==> src/rtl/dmem_port_arbiter.sv <==
// dmem_port_arbiter
// Shares one single-port data memory between the CPU data port and a
// debug/loader port. CPU wins ties; a starvation counter lets debug win
// after STARVE_MAX denied cycles. dbg_lock drains outstanding reads and then
// hands the memory exclusively to the debug port.
// Optional build macro: DMEM_ARB_STATS_EN adds saturating grant/stall counters.
module dmem_port_arbiter #(
    parameter int AW         = 32,
    parameter int DW         = 32,
    parameter int MEM_LAT    = 1,
    parameter int STARVE_MAX = 8
) (
    input  logic          clk,
    input  logic          reset_n,
    input  logic          cpu_req,
    input  logic          cpu_we,
    input  logic [AW-1:0] cpu_addr,
    input  logic [DW-1:0] cpu_wdata,
    output logic          cpu_gnt,
    output logic          cpu_rvalid,
    output logic [DW-1:0] cpu_rdata,
    input  logic          dbg_req,
    input  logic          dbg_we,
    input  logic [AW-1:0] dbg_addr,
    input  logic [DW-1:0] dbg_wdata,
    input  logic          dbg_lock,
    output logic          dbg_gnt,
    output logic          dbg_rvalid,
    output logic [DW-1:0] dbg_rdata,
    output logic          mem_en,
    output logic          mem_we,
    output logic [AW-1:0] mem_addr,
    output logic [DW-1:0] mem_wdata,
    input  logic [DW-1:0] mem_rdata,
    output logic          locked
`ifdef DMEM_ARB_STATS_EN
   ,output logic [15:0]   cpu_gnt_cnt,
    output logic [15:0]   dbg_gnt_cnt,
    output logic [15:0]   cpu_stall_cnt
`endif
);

    typedef enum logic [1:0] {
        ST_ARB,
        ST_DRAIN,
        ST_LOCKED
    } state_t;

    localparam logic [7:0] LP_STARVE_MAX = 8'(STARVE_MAX);

    state_t               r_state;
    logic                 r_locked;
    logic [7:0]           r_starve;
    logic [MEM_LAT-1:0]   r_vld;
    logic [MEM_LAT-1:0]   r_own;
    logic [MEM_LAT-1:0]   w_vld_nxt;
    logic [MEM_LAT-1:0]   w_own_nxt;
    logic                 w_cpu_gnt;
    logic                 w_dbg_gnt;

    // Grant selection; reset forces every grant (and so every mem_* output) low at once.
    always_comb begin
        w_cpu_gnt = 1'b0;
        w_dbg_gnt = 1'b0;
        if (reset_n) begin
            unique case (r_state)
                ST_ARB: begin
                    if (dbg_req && (r_starve == LP_STARVE_MAX)) begin
                        w_dbg_gnt = 1'b1;
                    end else if (cpu_req) begin
                        w_cpu_gnt = 1'b1;
                    end else if (dbg_req) begin
                        w_dbg_gnt = 1'b1;
                    end
                end
                ST_LOCKED: w_dbg_gnt = dbg_req;
                default: begin
                    w_cpu_gnt = 1'b0;
                    w_dbg_gnt = 1'b0;
                end
            endcase
        end
    end

    // Memory command mux; address and data are zero whenever no access is strobed.
    always_comb begin
        mem_en    = w_cpu_gnt | w_dbg_gnt;
        mem_we    = 1'b0;
        mem_addr  = '0;
        mem_wdata = '0;
        if (w_cpu_gnt) begin
            mem_we    = cpu_we;
            mem_addr  = cpu_addr;
            mem_wdata = cpu_wdata;
        end else if (w_dbg_gnt) begin
            mem_we    = dbg_we;
            mem_addr  = dbg_addr;
            mem_wdata = dbg_wdata;
        end
    end

    // Next contents of the read-return pipe: new read enters stage 0, rest shift up.
    always_comb begin
        w_vld_nxt    = '0;
        w_own_nxt    = '0;
        w_vld_nxt[0] = mem_en & ~mem_we;
        w_own_nxt[0] = w_dbg_gnt;
        for (int unsigned i = 1; i < MEM_LAT; i++) begin
            w_vld_nxt[i] = r_vld[i-1];
            w_own_nxt[i] = r_own[i-1];
        end
    end

    // Read-return pipe of {valid, owner}; owner 1 means the debug port.
    always_ff @(posedge clk or negedge reset_n) begin
        if (!reset_n) begin
            r_vld <= '0;
            r_own <= '0;
        end else begin
            r_vld <= w_vld_nxt;
            r_own <= w_own_nxt;
        end
    end

    // Lock FSM. DRAIN exits once nothing will remain in the pipe after this
    // edge, so LOCKED starts the cycle after the last read returns.
    always_ff @(posedge clk or negedge reset_n) begin
        if (!reset_n) begin
            r_state  <= ST_ARB;
            r_locked <= 1'b0;
        end else begin
            unique case (r_state)
                ST_ARB: begin
                    if (dbg_lock) begin
                        r_state <= ST_DRAIN;
                    end
                end
                ST_DRAIN: begin
                    if (!dbg_lock) begin
                        r_state <= ST_ARB;
                    end else if (~|w_vld_nxt) begin
                        r_state  <= ST_LOCKED;
                        r_locked <= 1'b1;
                    end
                end
                ST_LOCKED: begin
                    if (!dbg_lock) begin
                        r_state  <= ST_ARB;
                        r_locked <= 1'b0;
                    end
                end
                default: begin
                    r_state  <= ST_ARB;
                    r_locked <= 1'b0;
                end
            endcase
        end
    end

    // Debug starvation counter; saturates because debug always wins at the limit.
    always_ff @(posedge clk or negedge reset_n) begin
        if (!reset_n) begin
            r_starve <= '0;
        end else if (w_dbg_gnt || !dbg_req) begin
            r_starve <= '0;
        end else if ((r_state == ST_ARB) && (r_starve != LP_STARVE_MAX)) begin
            r_starve <= r_starve + 8'd1;
        end
    end

    assign cpu_gnt    = w_cpu_gnt;
    assign dbg_gnt    = w_dbg_gnt;
    assign cpu_rvalid = r_vld[MEM_LAT-1] & ~r_own[MEM_LAT-1];
    assign dbg_rvalid = r_vld[MEM_LAT-1] &  r_own[MEM_LAT-1];
    assign cpu_rdata  = cpu_rvalid ? mem_rdata : '0;
    assign dbg_rdata  = dbg_rvalid ? mem_rdata : '0;
    assign locked     = r_locked;

`ifdef DMEM_ARB_STATS_EN
    logic [15:0] r_cpu_gnt_cnt;
    logic [15:0] r_dbg_gnt_cnt;
    logic [15:0] r_cpu_stall_cnt;

    // Saturating grant and CPU stall counters.
    always_ff @(posedge clk or negedge reset_n) begin
        if (!reset_n) begin
            r_cpu_gnt_cnt   <= '0;
            r_dbg_gnt_cnt   <= '0;
            r_cpu_stall_cnt <= '0;
        end else begin
            if (w_cpu_gnt && (r_cpu_gnt_cnt != 16'hFFFF)) begin
                r_cpu_gnt_cnt <= r_cpu_gnt_cnt + 16'd1;
            end
            if (w_dbg_gnt && (r_dbg_gnt_cnt != 16'hFFFF)) begin
                r_dbg_gnt_cnt <= r_dbg_gnt_cnt + 16'd1;
            end
            if (cpu_req && !w_cpu_gnt && (r_cpu_stall_cnt != 16'hFFFF)) begin
                r_cpu_stall_cnt <= r_cpu_stall_cnt + 16'd1;
            end
        end
    end

    assign cpu_gnt_cnt   = r_cpu_gnt_cnt;
    assign dbg_gnt_cnt   = r_dbg_gnt_cnt;
    assign cpu_stall_cnt = r_cpu_stall_cnt;
`endif

endmodule

==> config.mk <==
export PLATFORM = sky130hd
export DESIGN_NAME = dmem_port_arbiter
export DESIGN_NICKNAME = d
export VERILOG_FILES = /design/src/rtl/dmem_port_arbiter.sv
export SDC_FILE = /design/constraint.sdc
export NUM_CORES = 1
export LEC_CHECK = 0
export ABC_AREA = 1
export BUFFER_PORTS_ARGS = -buffer_cell sky130_fd_sc_hd__buf_2
export CORE_AREA = 8 8 111 113
export DETAILED_ROUTE_END_ITERATION = 10
export DIE_AREA = 0 0 119 121
export SYNTH_ARGS = -nofsm -noshare
export SYNTH_HDL_FRONTEND = slang
export SYNTH_SLANG_ARGS = --single-unit
==> constraint.sdc <==
create_clock -name clk -period 1.7 [get_ports clk]
set_input_delay 0.34 -clock clk [delete_from_list [all_inputs] [get_ports clk]]
set_output_delay 0.34 -clock clk [all_outputs]
set_load 0.02 [all_outputs]
==> flow_summary.ini, run 1 <==
[setup_path]
r2r_start = r_starve[0]
worstSetupStartpointType = flip-flop
endpoint = mem_wdata[17]
rrSetupSlack_ns = -0.37
worstReg2RegEnd = r_vld
crit_fanout = 16
worstRegToRegCells = 16
crit_path_end_kind = output pin
worst-setup-path-type = flip-flop to output pin
critical_path_arrival_ns = 1.84
critPathRequiredTime_ns = 1.36
critPathLaunch = r_starve[0]

[floorplanning]
dieArea_um2 = 14400
core_area_um2 = 10600
die_w_um = 119
io_pins = 302
start_util_pct = 21.0
num_rows = 38
fp.dieH_um = 121

[synth]
synth_flop_cell = dfrtp_1
ys_warn_count = 0
synthDistinctLibCells = 22
syn-instance-count = 428
post_synth.cell_area_avg_um2 = 5.20
syn-num-nets = 597
seq_area_frac_synth_pct = 14.6
ys_ff_latch = 13
synthesis.area_um2 = 2230
synth_edf_count = 0
postSynth.asyncResetShare_pct = 100

[grt]
grt.busiest_layer = met2
use_met1_pct = 20.9
grt_pass1_wl_mm = 22.0
antenna_found_initial = 0
grt_max_degree = 34
grt_use_met3_pct = 4.00
globalRoute.totalOverflow = 0
grt_pass1_vias = 3730
grt_util_met2_pct = 36.5
gr-usage-all-layers_pct = 19.1

[drt]
drcViolationCount = 0
first_iter_violations = 202
via_per_inst = 4.26
drtAntennaViolNets = 0
wl_per_cell_um = 16.9
num_vias = 3850
first_pass_iters = 4
wl_mm = 15.3

[clock_network]
cts_htree_levels = 1
hold_buffers = 0
cts_sinks = 13
clk_path_buf_depth = 2
cts_tree = yes
clk_latency_ns = 0.25
root_buffer = clkbuf_8
numCtsBuffers = 3
path_clk_slew_ns = 0.06

[timing]
relSlewSlack_pct = 84.6
rsz0062_at_grt = true
skew_ns = 0.00216
slew_violations = 0
whs_ns = 0.0278
fin_crit_sh_pct = 128
tightest_slew_ns = 0.230
period_needed_ns = 2.18
setup_violations = 69
finalHoldViolations = 0
max_freq_ghz = 0.459
setup_slack_ns = -0.478

[status]
failed_checks = setup timing
status = finished with violations

[placement]
io_buffer_count = 301
pre_cts_slack_ns = -0.256
gp_congestion = 0.844
hpwl_mm = 11.7

[pwr]
leakagePower_nw = 3.40
ir_worst_vdd_mv = 0.426
p_per_area_nw_per_um2 = 446

[layout]
diodes = 0
drive_gt1_share_pct = 70.0
nNetsFinal = 934
area_growth_pct = 146
final_util_pct = 51.6

[flow_run]
drv_cap = 0

[hold_path]
hp-class = primary input to async pin
[per-layer routing]
layer / vias up / part of all wire [%] / routed length [um]
li1: 1926 / - / -
met1: 1735 / 37 / 5590
met2: 165 / 55 / 8450
met3: 24 / 6.1 / 940
met4: 0 / 2.2 / 331
met5: - / 0 / 0
[stage by stage]
step / instance area, um2 / TNS [ns] / total power, mW / instances
2_1_floorplan: 2610 / -2.66 / 1.15 / 428
3_3_place_gp: 4400 / -13.69 / 1.71 / 882
3_5_place_dp: 4400 / -13.95 / 1.71 / 882
4_1_cts: 5200 / -28.13 / 2.32 / 901
5_1_grt: 5470 / -35.22 / 2.59 / 904
6_report: 5470 / -28.44 / 2.44 / 904
[worst max-delay path: stages, from the launching register on]
cell and delay, ns:
dfrtp_1 0.38, inv_2 0.08, ha_4 0.13, inv_2 0.04, nor2_4 0.10, buf_6 0.11
nand3_4 0.07, nand2_4 0.10, inv_8 0.07, clkbuf_16 0.18, nand2_1 0.11, nand2_4 0.06
buf_4 0.15
[how the worst min path moves through the flow]
stage,cells after the start,to,slack (ns),start
floorplan,0,locked,0.04,reset_n
global placement,2,r_state[1],0.31,reset_n
detailed placement,2,r_starve[1],0.31,reset_n
CTS,2,r_starve[1],0.04,reset_n
global route,2,r_starve[6],0.05,reset_n
finish,2,r_starve[6],0.03,reset_n
[report_power, final]
part / internal [mW] / switching (mW)
logic: 0.805 / 0.989
registers: 0.339 / 0.0167
clock network: 0.162 / 0.131
[final cells by class]
| cell class | count | area [um2] |
|---|---|---|
| Clock buffer | 3 | 41.3 |
| Clock inverter | 1 | 5.00 |
| Fill cell | 1074 | 5130 |
| Sequential cell | 13 | 325 |
| Timing Repair Buffer | 354 | 2520 |
| Multi-Input combinational cell | 335 | 2170 |
| Inverter | 58 | 241 |
| Tap cell | 140 | 175 |
[synthesized netlist by cell type, types with 3 or more instances]
cell        n  area share (%)
nand2_1   180              30
clkbuf_1    7             1.2
buf_12      5             4.5
inv_2       4            0.67
nand3_1    10             2.2
dfrtp_1    13              15
nor2_1     77              13
nand4_1    11             3.1
nor3_1      3            0.67
buf_2       3            0.67
nand2_2    43              12
inv_1      53             8.9
buf_6       7             3.5
[cell usage in the layout (no fill, tap or decap), types with 2 or more instances in the layout]
master and n:
clkbuf_8 3, buf_4 69, nand4_1 11, buf_16 7, dfrtp_1 13, buf_12 6
nand2_8 2, nor2_1 70, nand2_1 69, nor3_1 2, nand2_2 86, xor2_1 2
o21ai_0 2, nand3_1 8, nor2_2 6, buf_6 44, clkbuf_16 2, nand2_4 67
buf_2 225, inv_2 6, nor2_4 2, inv_1 49
[state kept, by name, indices dropped and copies added, names as in the netlist]
signal and cells:
locked 1, r_own 1, r_starve 8, r_state 2, r_vld 1
[cell families after synthesis]
logic type	after synthesis	synth area share, %
AOI/OAI and AO/OA	4	1.01
adders and majority gates	2	1.12
DFF	13	14.6
and+or+nand+nor	326	62.2
xor gates and xnor gates	2	0.787
muxes	1	0.450
buffers and inverters	80	19.8
[what timing repair did]
| item | in CTS | in global routing |
|---|---|---|
| endpoints found under the hold margin | 0 | 0 |
| gates resized for setup | 171 | 65 |
| cloned | 4 | 2 |
| buffers inserted | 11 | 2 |
| pin swaps | 1 | 1 |
| endpoints found under the setup margin | 68 | 107 |
Note: power is estimated with default switching activity, not from simulation.
==> run 2, diff against run 1 <==
--- a/config.mk
+++ b/config.mk
@@ -8,8 +8,10 @@
 export ABC_AREA = 1
 export BUFFER_PORTS_ARGS = -buffer_cell sky130_fd_sc_hd__buf_2
 export CORE_AREA = 8 8 111 113
+export CTS_CLUSTER_DIAMETER = 150
 export DETAILED_ROUTE_END_ITERATION = 10
 export DIE_AREA = 0 0 119 121
+export RECOVER_POWER = 50
 export SYNTH_ARGS = -nofsm -noshare
 export SYNTH_HDL_FRONTEND = slang
 export SYNTH_SLANG_ARGS = --single-unit
==> flow_summary.ini, run 2 (same netlist as run 1, synthesis figures left out) <==
[status]
status = finished with violations
failed_checks = setup timing

[clock_network]
cts_htree_levels = 1
path_clk_slew_ns = 0.07
cts_tree = yes
hold_buffers = 0
cts_sinks = 13
clk_latency_ns = 0.25
numCtsBuffers = 3
root_buffer = clkbuf_8
clk_path_buf_depth = 2

[layout]
nNetsFinal = 934
diodes = 0
mostFrequentLayoutCells = buf_2 (201), nand2_2 (86), nor2_1 (70), nand2_1 (69), buf_4 (68)
final_common_cell = buf_2
largest_reg_flops = 8
regMostFlops = r_starve
area_growth_pct = 145
layout_top_registers = r_starve x8, r_state x2
drive_gt1_share_pct = 69.5

[drt]
wl_per_cell_um = 17.0
drtAntennaViolNets = 0
num_vias = 3855
first_iter_violations = 188
via_per_inst = 4.26
wl_mm = 15.4
first_pass_iters = 4
drcViolationCount = 0

[timing]
max_freq_ghz = 0.459
setup_violations = 69
skew_ns = 0.00330
finalHoldViolations = 0
setup_slack_ns = -0.477
period_needed_ns = 2.18
relSlewSlack_pct = 49.3
slew_violations = 0
whs_ns = 0.234
tightest_slew_ns = 0.761
rsz0062_at_grt = true
fin_crit_sh_pct = 128
fin_setup_tns_ns = -28.38

[pwr]
power_mw = 2.44
leakagePower_nw = 3.36
ir_worst_vdd_mv = 0.424
p_per_area_nw_per_um2 = 447

[placement]
io_buffer_count = 301
gp_congestion = 0.844
hpwl_mm = 11.7

[setup_path]
crit_path_end_kind = output pin
worstSetupStartpointType = flip-flop
critical_path_arrival_ns = 1.84
critPathRequiredTime_ns = 1.36
crit_fanout = 16
worst-setup-path-type = flip-flop to output pin

[floorplanning]
dieArea_um2 = 14400
io_pins = 302
start_util_pct = 21.0
num_rows = 38
fp.dieH_um = 121
die_w_um = 119
core_area_um2 = 10600

[flow_run]
drv_cap = 0

[grt]
globalRoute.totalOverflow = 0
gr-usage-all-layers_pct = 19.1
grt_pass1_vias = 3730
grt_max_degree = 34
antenna_found_initial = 0
grt_pass1_wl_mm = 22.0

[hold_path]
hp-class = primary input to async pin
==> run 2: layout make-up <==
type	count	area [um2]
multi-input cells	335	2170
clock buffers	3	41.3
inverters	58	241
fillers	1078	5150
well taps	140	175
clock inverters	1	5.00
flip-flops and latches	13	325
repair buffers	354	2500
==> run 2: path summary, 6_finish.rpt <==
| kind | end | startpoint | slack [ns] | cells past startpoint |
|---|---|---|---|---|
| worst max-delay path | mem_wdata[17] | r_starve[0] | -0.48 | 12 |
| worst min-delay path | r_starve[6] | reset_n | 0.23 | 2 |
| worst max register to register | r_vld | r_starve[0] | -0.37 | 16 |
| worst min register to register | r_state[0] | r_state[0] | 0.53 | 2 |
| max in group asynchronous | r_vld | reset_n | 0.99 | 2 |
| min in group clk | r_state[0] | dbg_lock | 0.34 | 3 |
==> run 2: repair_timing <==
item / 4_1_cts / 5_1_grt
gates resized for setup: 171 / 65
cloned: 4 / 2
pin swaps: 1 / 1
buffers inserted: 11 / 2
setup endpoints to repair: 68 / 107
==> run 2: through the flow <==
stage / util [%] / area (um2) / setup WS (ns) / std cells
after CTS: 49.0 / 5200 / -0.457 / 901
after global routing: 51.5 / 5460 / -0.572 / 904
after detailed placement: 41.5 / 4400 / -0.256 / 882
final: 51.5 / 5460 / -0.477 / 904
after floorplan: - / 2610 / -0.0598 / 428
after global placement: 41.5 / 4400 / -0.251 / 882
==> run 2: critical path, stage by stage, from the launching register on <==
cell and delay, ns:
dfrtp_1 0.38, inv_2 0.08, ha_4 0.13, inv_2 0.04
nor2_4 0.10, buf_6 0.11, nand3_4 0.07, nand2_4 0.10
inv_8 0.07, clkbuf_16 0.18, nand2_1 0.11, nand2_4 0.06
buf_4 0.15
==> run 2: metal layers <==
| metal | GRT usage (%) | up-vias | part of all wire, % |
|---|---|---|---|
| met1 | 20.9 | 1742 | 37 |
| met4 | 4.98 | 0 | 2.2 |
| met5 | 0 | - | 0 |
| li1 | - | 1926 | - |
| met3 | 4.00 | 24 | 6.0 |
| met2 | 36.5 | 163 | 55 |
==> run 2: where the power goes <==
part           total, mW  leakage [nW]  switching (mW)  internal (mW)
Clock              0.295        0.0255           0.132          0.162
Sequential         0.355         0.175          0.0162          0.339
Combinational       1.79          3.16           0.990          0.799
